$ cat src/rtl/y_mc_pkg.sv
// Shared types and encodings for the multi-cycle control unit.
package y_mc_pkg;

  typedef enum logic [2:0] {
    S_BOOT   = 3'd0,
    S_FETCH  = 3'd1,
    S_DECODE = 3'd2,
    S_EXEC   = 3'd3,
    S_MEM    = 3'd4,
    S_WB     = 3'd5,
    S_TRAP   = 3'd6
  } state_e;

  typedef enum logic [2:0] {
    C_R, C_I, C_LW, C_SW, C_BEQ, C_JAL, C_ILL
  } iclass_e;

  localparam logic [6:0] OP_R   = 7'b0110011;
  localparam logic [6:0] OP_I   = 7'b0010011;
  localparam logic [6:0] OP_LW  = 7'b0000011;
  localparam logic [6:0] OP_SW  = 7'b0100011;
  localparam logic [6:0] OP_BEQ = 7'b1100011;
  localparam logic [6:0] OP_JAL = 7'b1101111;

  localparam logic [2:0] ALU_AND = 3'b000;
  localparam logic [2:0] ALU_OR  = 3'b001;
  localparam logic [2:0] ALU_ADD = 3'b010;
  localparam logic [2:0] ALU_SUB = 3'b110;

  localparam logic [1:0] PC_PLUS4  = 2'b00;
  localparam logic [1:0] PC_BRANCH = 2'b01;
  localparam logic [1:0] PC_JUMP   = 2'b10;
  localparam logic [1:0] PC_VEC    = 2'b11;

  localparam logic [1:0] WB_ALU = 2'b00;
  localparam logic [1:0] WB_MEM = 2'b01;
  localparam logic [1:0] WB_PC4 = 2'b10;

endpackage

$ cat src/rtl/y_mc_decode.sv
// Combinational opcode/funct3 classifier for the multi-cycle controller.
module y_mc_decode
  import y_mc_pkg::*;
(
  input  logic [6:0] opcode,
  input  logic [2:0] funct3,
  output iclass_e    iclass,
  output logic [2:0] r_alu_op,
  output logic       r_funct_ok,
  output logic       illegal
);

  always_comb begin
    illegal = 1'b0;
    case (opcode)
      OP_R:    iclass = C_R;
      OP_I:    iclass = C_I;
      OP_LW:   iclass = C_LW;
      OP_SW:   iclass = C_SW;
      OP_BEQ:  iclass = C_BEQ;
      OP_JAL:  iclass = C_JAL;
      default: begin
        iclass  = C_ILL;
        illegal = 1'b1;
      end
    endcase
  end

  // Only add/or/and are implemented; other funct3 values trap in EXEC.
  always_comb begin
    r_funct_ok = 1'b1;
    case (funct3)
      3'b000:  r_alu_op = ALU_ADD;
      3'b110:  r_alu_op = ALU_OR;
      3'b111:  r_alu_op = ALU_AND;
      default: begin
        r_alu_op   = ALU_AND;
        r_funct_ok = 1'b0;
      end
    endcase
  end

endmodule

$ cat src/rtl/y_mc_ctrl.sv
// Multi-cycle control FSM: sequences each instruction over 3-5 cycles,
// handles data-memory wait states with a timeout, interrupts and retire count.
//
// state  | meaning
// BOOT   | load PC with reset vector
// FETCH  | load IR, or take a pending interrupt vector
// DECODE | register read, opcode legality check
// EXEC   | ALU operation; BEQ resolves and retires here
// MEM    | data access, held until dmem_ready or timeout
// WB     | register write and PC update, retires
// TRAP   | illegal opcode / memory timeout, jump to entry_point
module y_mc_ctrl
  import y_mc_pkg::*;
#(
  parameter int              XLEN        = 32,
  parameter logic [XLEN-1:0] RESET_VEC   = 'h28,
  parameter int              MEM_TIMEOUT = 15,
  parameter int              CNT_W       = 32
) (
  input  logic             clk,
  input  logic             rst,
  input  logic [31:0]      ins,
  input  logic             zero,
  input  logic             int_req,
  input  logic [XLEN-1:0]  entry_point,
  input  logic             dmem_ready,
  output logic             ir_write,
  output logic             pc_write,
  output logic [1:0]       pc_sel,
  output logic [XLEN-1:0]  vec_addr,
  output logic             reg_write,
  output logic             alu_src,
  output logic [2:0]       alu_op,
  output logic             mem_read,
  output logic             mem_write,
  output logic [1:0]       wb_sel,
  output logic             trap,
  output logic [CNT_W-1:0] retired,
  output logic [2:0]       state
);

  localparam logic [7:0] TMO_LAST = 8'(MEM_TIMEOUT - 1);

  state_e           state_q, state_d;
  logic [7:0]       tmo_q, tmo_d;
  logic [CNT_W-1:0] retired_q, retired_d;

  iclass_e    iclass;
  logic [2:0] r_alu_op;
  logic       r_funct_ok;
  logic       illegal;
  logic       retire;
  logic       unused_ins;

  assign unused_ins = ^{ins[31:15], ins[11:7]};

  y_mc_decode u_decode (
    .opcode     (ins[6:0]),
    .funct3     (ins[14:12]),
    .iclass     (iclass),
    .r_alu_op   (r_alu_op),
    .r_funct_ok (r_funct_ok),
    .illegal    (illegal)
  );

  always_comb begin
    state_d   = state_q;
    retire    = 1'b0;
    ir_write  = 1'b0;
    pc_write  = 1'b0;
    pc_sel    = PC_PLUS4;
    vec_addr  = '0;
    reg_write = 1'b0;
    alu_src   = 1'b0;
    alu_op    = ALU_AND;
    mem_read  = 1'b0;
    mem_write = 1'b0;
    wb_sel    = WB_ALU;
    trap      = 1'b0;

    case (state_q)
      S_BOOT: begin
        pc_write = 1'b1;
        pc_sel   = PC_VEC;
        vec_addr = RESET_VEC;
        state_d  = S_FETCH;
      end
      S_FETCH: begin
        if (int_req) begin
          pc_write = 1'b1;
          pc_sel   = PC_VEC;
          vec_addr = entry_point;
        end else begin
          ir_write = 1'b1;
          state_d  = S_DECODE;
        end
      end
      S_DECODE: state_d = illegal ? S_TRAP : S_EXEC;
      S_EXEC: begin
        case (iclass)
          C_R: begin
            alu_src = 1'b0;
            if (r_funct_ok) begin
              alu_op  = r_alu_op;
              state_d = S_WB;
            end else begin
              state_d = S_TRAP;
            end
          end
          C_I: begin
            alu_src = 1'b1;
            alu_op  = ALU_ADD;
            state_d = S_WB;
          end
          C_LW, C_SW: begin
            alu_src = 1'b1;
            alu_op  = ALU_ADD;
            state_d = S_MEM;
          end
          C_BEQ: begin
            alu_src  = 1'b0;
            alu_op   = ALU_SUB;
            pc_write = 1'b1;
            pc_sel   = zero ? PC_BRANCH : PC_PLUS4;
            retire   = 1'b1;
            state_d  = S_FETCH;
          end
          C_JAL:   state_d = S_WB;
          default: state_d = S_TRAP;
        endcase
      end
      S_MEM: begin
        mem_read  = (iclass == C_LW);
        mem_write = (iclass == C_SW);
        if (dmem_ready) begin
          if (iclass == C_SW) begin
            pc_write = 1'b1;
            pc_sel   = PC_PLUS4;
            retire   = 1'b1;
            state_d  = S_FETCH;
          end else begin
            state_d = S_WB;
          end
        end else if (tmo_q == TMO_LAST) begin
          state_d = S_TRAP;
        end
      end
      S_WB: begin
        reg_write = 1'b1;
        pc_write  = 1'b1;
        retire    = 1'b1;
        state_d   = S_FETCH;
        case (iclass)
          C_LW:    wb_sel = WB_MEM;
          C_JAL: begin
            wb_sel = WB_PC4;
            pc_sel = PC_JUMP;
          end
          default: wb_sel = WB_ALU;
        endcase
      end
      S_TRAP: begin
        trap     = 1'b1;
        pc_write = 1'b1;
        pc_sel   = PC_VEC;
        vec_addr = entry_point;
        state_d  = S_FETCH;
      end
      default: state_d = S_BOOT;
    endcase

    if (rst) begin
      ir_write  = 1'b0;
      pc_write  = 1'b0;
      reg_write = 1'b0;
      mem_read  = 1'b0;
      mem_write = 1'b0;
      trap      = 1'b0;
      retire    = 1'b0;
      state_d   = S_BOOT;
    end
  end

  // Held at zero outside MEM so every entry into MEM starts a fresh count.
  always_comb begin
    tmo_d = tmo_q;
    if (state_q != S_MEM) begin
      tmo_d = '0;
    end else if (!dmem_ready) begin
      tmo_d = tmo_q + 8'd1;
    end
  end

  always_comb begin
    retired_d = retired_q;
    if (retire) begin
      retired_d = retired_q + CNT_W'(1);
    end
  end

  always_ff @(posedge clk) begin
    if (rst) begin
      state_q   <= S_BOOT;
      tmo_q     <= '0;
      retired_q <= '0;
    end else begin
      state_q   <= state_d;
      tmo_q     <= tmo_d;
      retired_q <= retired_d;
    end
  end

  assign retired = retired_q;
  assign state   = state_q;

endmodule

$ cat config.mk
export PLATFORM = sky130hd
export DESIGN_NAME = y_mc_ctrl
export DESIGN_NICKNAME = d
export VERILOG_FILES = /design/src/rtl/y_mc_pkg.sv /design/src/rtl/y_mc_decode.sv /design/src/rtl/y_mc_ctrl.sv
export SDC_FILE = /design/constraint.sdc
export NUM_CORES = 1
export LEC_CHECK = 0
export ABC_AREA = 1
export ABC_CLOCK_PERIOD_IN_PS = 2850
export CAP_MARGIN = 10
export CORE_UTILIZATION = 47
export CTS_BUF_LIST = sky130_fd_sc_hd__clkbuf_4 sky130_fd_sc_hd__clkbuf_8
export DETAILED_ROUTE_END_ITERATION = 7
export PLACE_DENSITY = 0.92
export REMOVE_ABC_BUFFERS = 1
export SLEW_MARGIN = 20
export SYNTH_ARGS = -nofsm -noshare
export SYNTH_HDL_FRONTEND = slang
export SYNTH_SLANG_ARGS = --single-unit
$ cat constraint.sdc
create_clock -name clk -period 2.85 [get_ports clk]
set_clock_uncertainty 0.1 [all_clocks]
set_input_delay 0.4275 -clock clk [delete_from_list [all_inputs] [get_ports clk]]
set_output_delay 0.4275 -clock clk [all_outputs]
set_load 0.05 [all_outputs]
Word-level counts from Yosys, hierarchy flattened
Index checks and enable logic that the tools add are counted.

operators by class
  add/sub/neg operators = 2
  equality and inequality tests = 23
  muxes and demuxes = 44
  reductions and logical operators = 12

operator list
  kind                     number
  $pmux W32 S3             1
  $add A32 B1 Y32 const B  1
  $mux W32                 1
  $mux W1                  22
  $eq A3 B3 Y1 const B     7
  $mux W3                  7
  $pmux W3 S6              1
  $pmux W3 S5              1
  $eq A7 B6 Y1 const B     2
  $eq A7 B7 Y1 const B     2
  $eq A3 B2 Y1 const B     4
  $pmux W3 S4              1
  $logic_not A3 Y1         3
  $pmux W3 S3              1
  $reduce_or A3 Y1         3
  $add A8 B1 Y8 const B    1
  $eq A8 B4 Y1 const B     1
  $mux W2                  4
  $pmux W2 S2              2
  $pmux W2 S4              1
  $reduce_or A2 Y1         4
  $eq A7 B2 Y1 const B     1
  $eq A7 B5 Y1 const B     1
  $eq A3 B1 Y1 const B     2
  6 further kinds          7

storage, ports and cells
  register bits = 43
  input bits = 69
  word-level logic and storage cells = 84

Depth between registers and ports, before layout
  depth in word-level cells = 7
  gate-level depth with buffers = 12

Modules after synthesis
From an unflattened synthesis, not the netlist that was laid out.

second synthesis, totals
  cells, all modules = 580
  area, all modules = 3362.0 µm²

modules (own cells, without submodules)
  module       instances  cells each  area an instance (µm²)
  y_mc_ctrl    1          549         3198.1
  y_mc_decode  1          31          163.9

Worst setup path before layout
Ideal clock, no wire load.

  path kind = reg-to-output
  start point = reg state_q[0] (netlist: state[0])
  end point = out vec_addr[5]
  data arrival time = 2528 ps
  data required time = 2322 ps
  setup slack = -205 ps
  stages on the path, launching flop included = 7
  buffers on the path = 0
  path through = dfxtp_1 > inv_2 > nor3_1 > nand2_1 > nand2_1 > a31oi_1 > a311oi_1

between the ends
  word-level cells in the longest chain between the ends = 2
  elaborated cells on any way between the ends = 4
  classes of those cells = eq/ne (2); mux (1); reduce/logical (1)

ends and longest elaborated chain
  item                                        line              text
  from (decl)                                 y_mc_ctrl.sv:44   state_e state_q, state_d;
  from (signal assigned)                      y_mc_ctrl.sv:207  state_q <= state_d;
  $eq A3 B3 Y1, or another cell as far along  y_mc_ctrl.sv:81   case (state_q)
  $pmux W32 S3 (*)                            y_mc_ctrl.sv:81
  to (decl)                                   y_mc_ctrl.sv:30   output logic [XLEN-1:0] vec_addr,

Every way passes the cells marked *; elsewhere a longest branch is shown, timed or not.

Worst setup path in the final report
Ends and elaborated chain as after synthesis.

==> results.yml <==
outcome:
  status: "finished, final reports clean"
floorplan:
  design.core.area_um2: 6830
  die_h_um: 86.3
  io_pins: 150
  die_w_um: 86.3
  dieArea_um2: 7450
  rows: 30
  start_util_pct: 48.9
drt:
  drc: 0
  routed_via_density: 5.28
  drt_iter0_markers: 388
  antenna_left: 0
  vias: 4046
  drt_wl_total_mm: 10.5
  drt_first_pass_iters: 6
  wire_per_inst_um: 13.7
power:
  vdd_ir_drop_max_mv: 0.282
  design_power_total_uw: 2980
  p_leak_uw: 0.00206
  power.density_nw_per_um2: 574
timing:
  post-route-period-util_pct: 94.9
  rsz0062_at_grt: "true"
  min_period_ns: 2.71
  tns_ns: 0
  fmax_ghz: 0.370
  timing.slew.headroom_pct: 62.5
  final_max_slew_viol_count: 0
  finalSetupViolCount: 0
  hold_viol: 0
  worst_pin_slew_ns: 0.561
clock_tree:
  cts_max_level: 2
  clock-root-buffer: "clkbuf_8"
  clk_pin_slew_worst_paths_ns: 0.07
  cts.sinks: 43
  numCtsBuffers: 5
  clk_latency_ns: 0.30
  cts_tree: "done"
  cts_max_path_buffers: 2
yosys:
  synth_ff_type: "dfxtp_1"
  avgSynthCellArea_um2: 6.13
  netlist_instances: 545
  synth_async_sr_flop_share_pct: 0
  ys_seq_area_share_pct: 25.8
  synthTopCellsByArea: "dfxtp_1, nand2_1, nor2_1"
  synth_edf_count: 0
  ys_ff_latch: 43
  synth_top_cell_by_area: "dfxtp_1"
  syn_area_um2: 3340
  yosys_warnings: 0
  synth_top_area_share_pct: 25.8
  synth_cell_type_count: 36
min_path:
  worstHoldStart: "tmo_q[3]"
  min_to: "tmo_q[3]"
  worstHoldPathCells: 2
  hold_path.class: "flip-flop to flip-flop"
final_layout:
  final_nets: 742
  utilization_pct: 75.9
  final_cell_mix: "nand2_1, nor2_1, clkdlybuf4s50_1, inv_1, dfxtp_1"
  final_common_cell: "nand2_1"
  syn_to_final_growth_pct: 55.1
  diodes: 0
  fillers: 488
  stdcell_count: 767
  drive_gt1_share_pct: 18.2
critical_path:
  reg2reg_slack_ns: 0.78
  cpMostUsedCell: "nand2_1"
  worstPathMaxFanout: 7
  crit_path_cell_trace: "inv_2, nor3_1, nand2_1, nand2_1, a31oi_1, a311oi_1, buf_12"
  cp-end-kind: "primary output"
  cp-start-kind: "flip-flop"
  crit_type: "flip-flop to primary output"
  critPathArrivalTime_ns: 2.18
  critPathSlowestCell: "a311oi_1"
  path_delay_family: "simple AND/OR/NAND/NOR gates"
  cp_data_required_time_ns: 2.32
  worstReg2RegStart: "retired[0]"
  worst-path-buf-inv: 2
  cp_slowest_stage_delay_ns: 0.42
  reg2reg_depth: 9
  r2r-end: "retired[26]"
  path_depth: 7
placed_design:
  hpwl_mm: 7.92
  gp_congestion: 0.983
  io_buffers: 127
  placedCellCount: 758
grt:
  grt_remaining_overflow: 0
  antenna_found_initial: 0
  grt_util_all_layers_pct: 27.1
  grt_pass1_wl_mm: 16.5
  grt_max_degree: 34
  grt_pass1_vias: 3727
job:
  drv_cap: 0
-- synthesized netlist by cell type, types with 3 or more instances --
master,number
a21oi_1,14
a21oi_2,19
a31oi_1,6
clkbuf_1,6
dfxtp_1,43
ha_1,3
inv_1,70
inv_2,8
nand2_1,152
nand2_2,21
nand3_1,21
nand3_2,3
nand3b_1,12
nand4_1,5
nor2_1,93
nor2_4,5
nor3_1,18
o21ai_0,10
xnor2_1,3
xor2_1,11
-- cells by family after synthesis --
logic type	after synthesis	synth area share, %
AO/OA/AOI/OAI	55	10.9
AND/OR/NAND/NOR	339	46.5
XOR/XNOR	14	3.67
adder cells (fa/ha/maj)	3	1.12
buffers and inverters	91	12.0
flip-flops	43	25.8
-- area by class of cell --
class,count,area [um^2],area share (%)
multi-input cells,411,2080,40.1
repair buffers,129,1670,32.2
flip-flops and latches,43,861,16.6
inverters,79,308,5.94
well taps,96,120,2.32
clock buffers,6,76.3,1.47
clock inverters,2,60.1,1.16
repair inverters,1,7.51,0.145
-- through the flow --
stage | instance area, um^2 | worst slack (ns) | hold WS (ns)
finish | 5180 | 0.144 | 0.404
global route | 5180 | -0.0301 | 0.426
CTS | 5170 | 0.177 | 0.399
detailed placement | 5040 | 0.192 | 0.387
global placement | 5040 | 0.237 | 0.366
floorplan | 3250 | -0.205 | 0.352
-- what timing repair did --
item / 4_1_cts / 5_1_grt
endpoints found under the setup margin: 0 / 30
resized for setup: 0 / 2
setup buffers: 0 / 0
hold buffers: 0 / 0
-- worst register-to-register path, delay by kind of cell (launching register included) --
family / cells / cell delay, ns
adder cells (fa/ha/maj): 1 / 0.29
AND/OR/NAND/NOR: 6 / 0.87
buffers and inverters: 1 / 0.11
flip-flops: 1 / 0.53
AO/OA/AOI/OAI: 1 / 0.11
-- how the worst max path moves through the flow --
stage	start	endpoint	slack, ns
6_report	state[0]	vec_addr[5]	0.14
4_1_cts	state[0]	vec_addr[29]	0.18
3_3_place_gp	int_req	vec_addr[6]	0.24
5_1_grt	state[0]	vec_addr[29]	-0.03
3_5_place_dp	int_req	vec_addr[29]	0.19
2_1_floorplan	state[0]	vec_addr[5]	-0.21
-- registers in the layout (all words and copies together) (netlist names) --
name	cells
retired	32
tmo_q	8
state	3
-- power breakdown --
part / leakage, uW / switching, uW / total (uW) / internal, uW
sequential: 0.000347 / 36.4 / 659 / 623
combinational: 0.00164 / 1050 / 1750 / 699
clock: 0.0000688 / 212 / 572 / 360
total: 0.00206 / 1300 / 2980 / 1680
-- per-layer routing --
layer | track usage, % | wire length [um]
met5 | 0 | 0
met4 | 12.1 | 360
met3 | 6.86 | 1140
met2 | 48.1 | 5050
met1 | 30.6 | 3950
No activity file was read; power rests on OpenSTA's default activity.
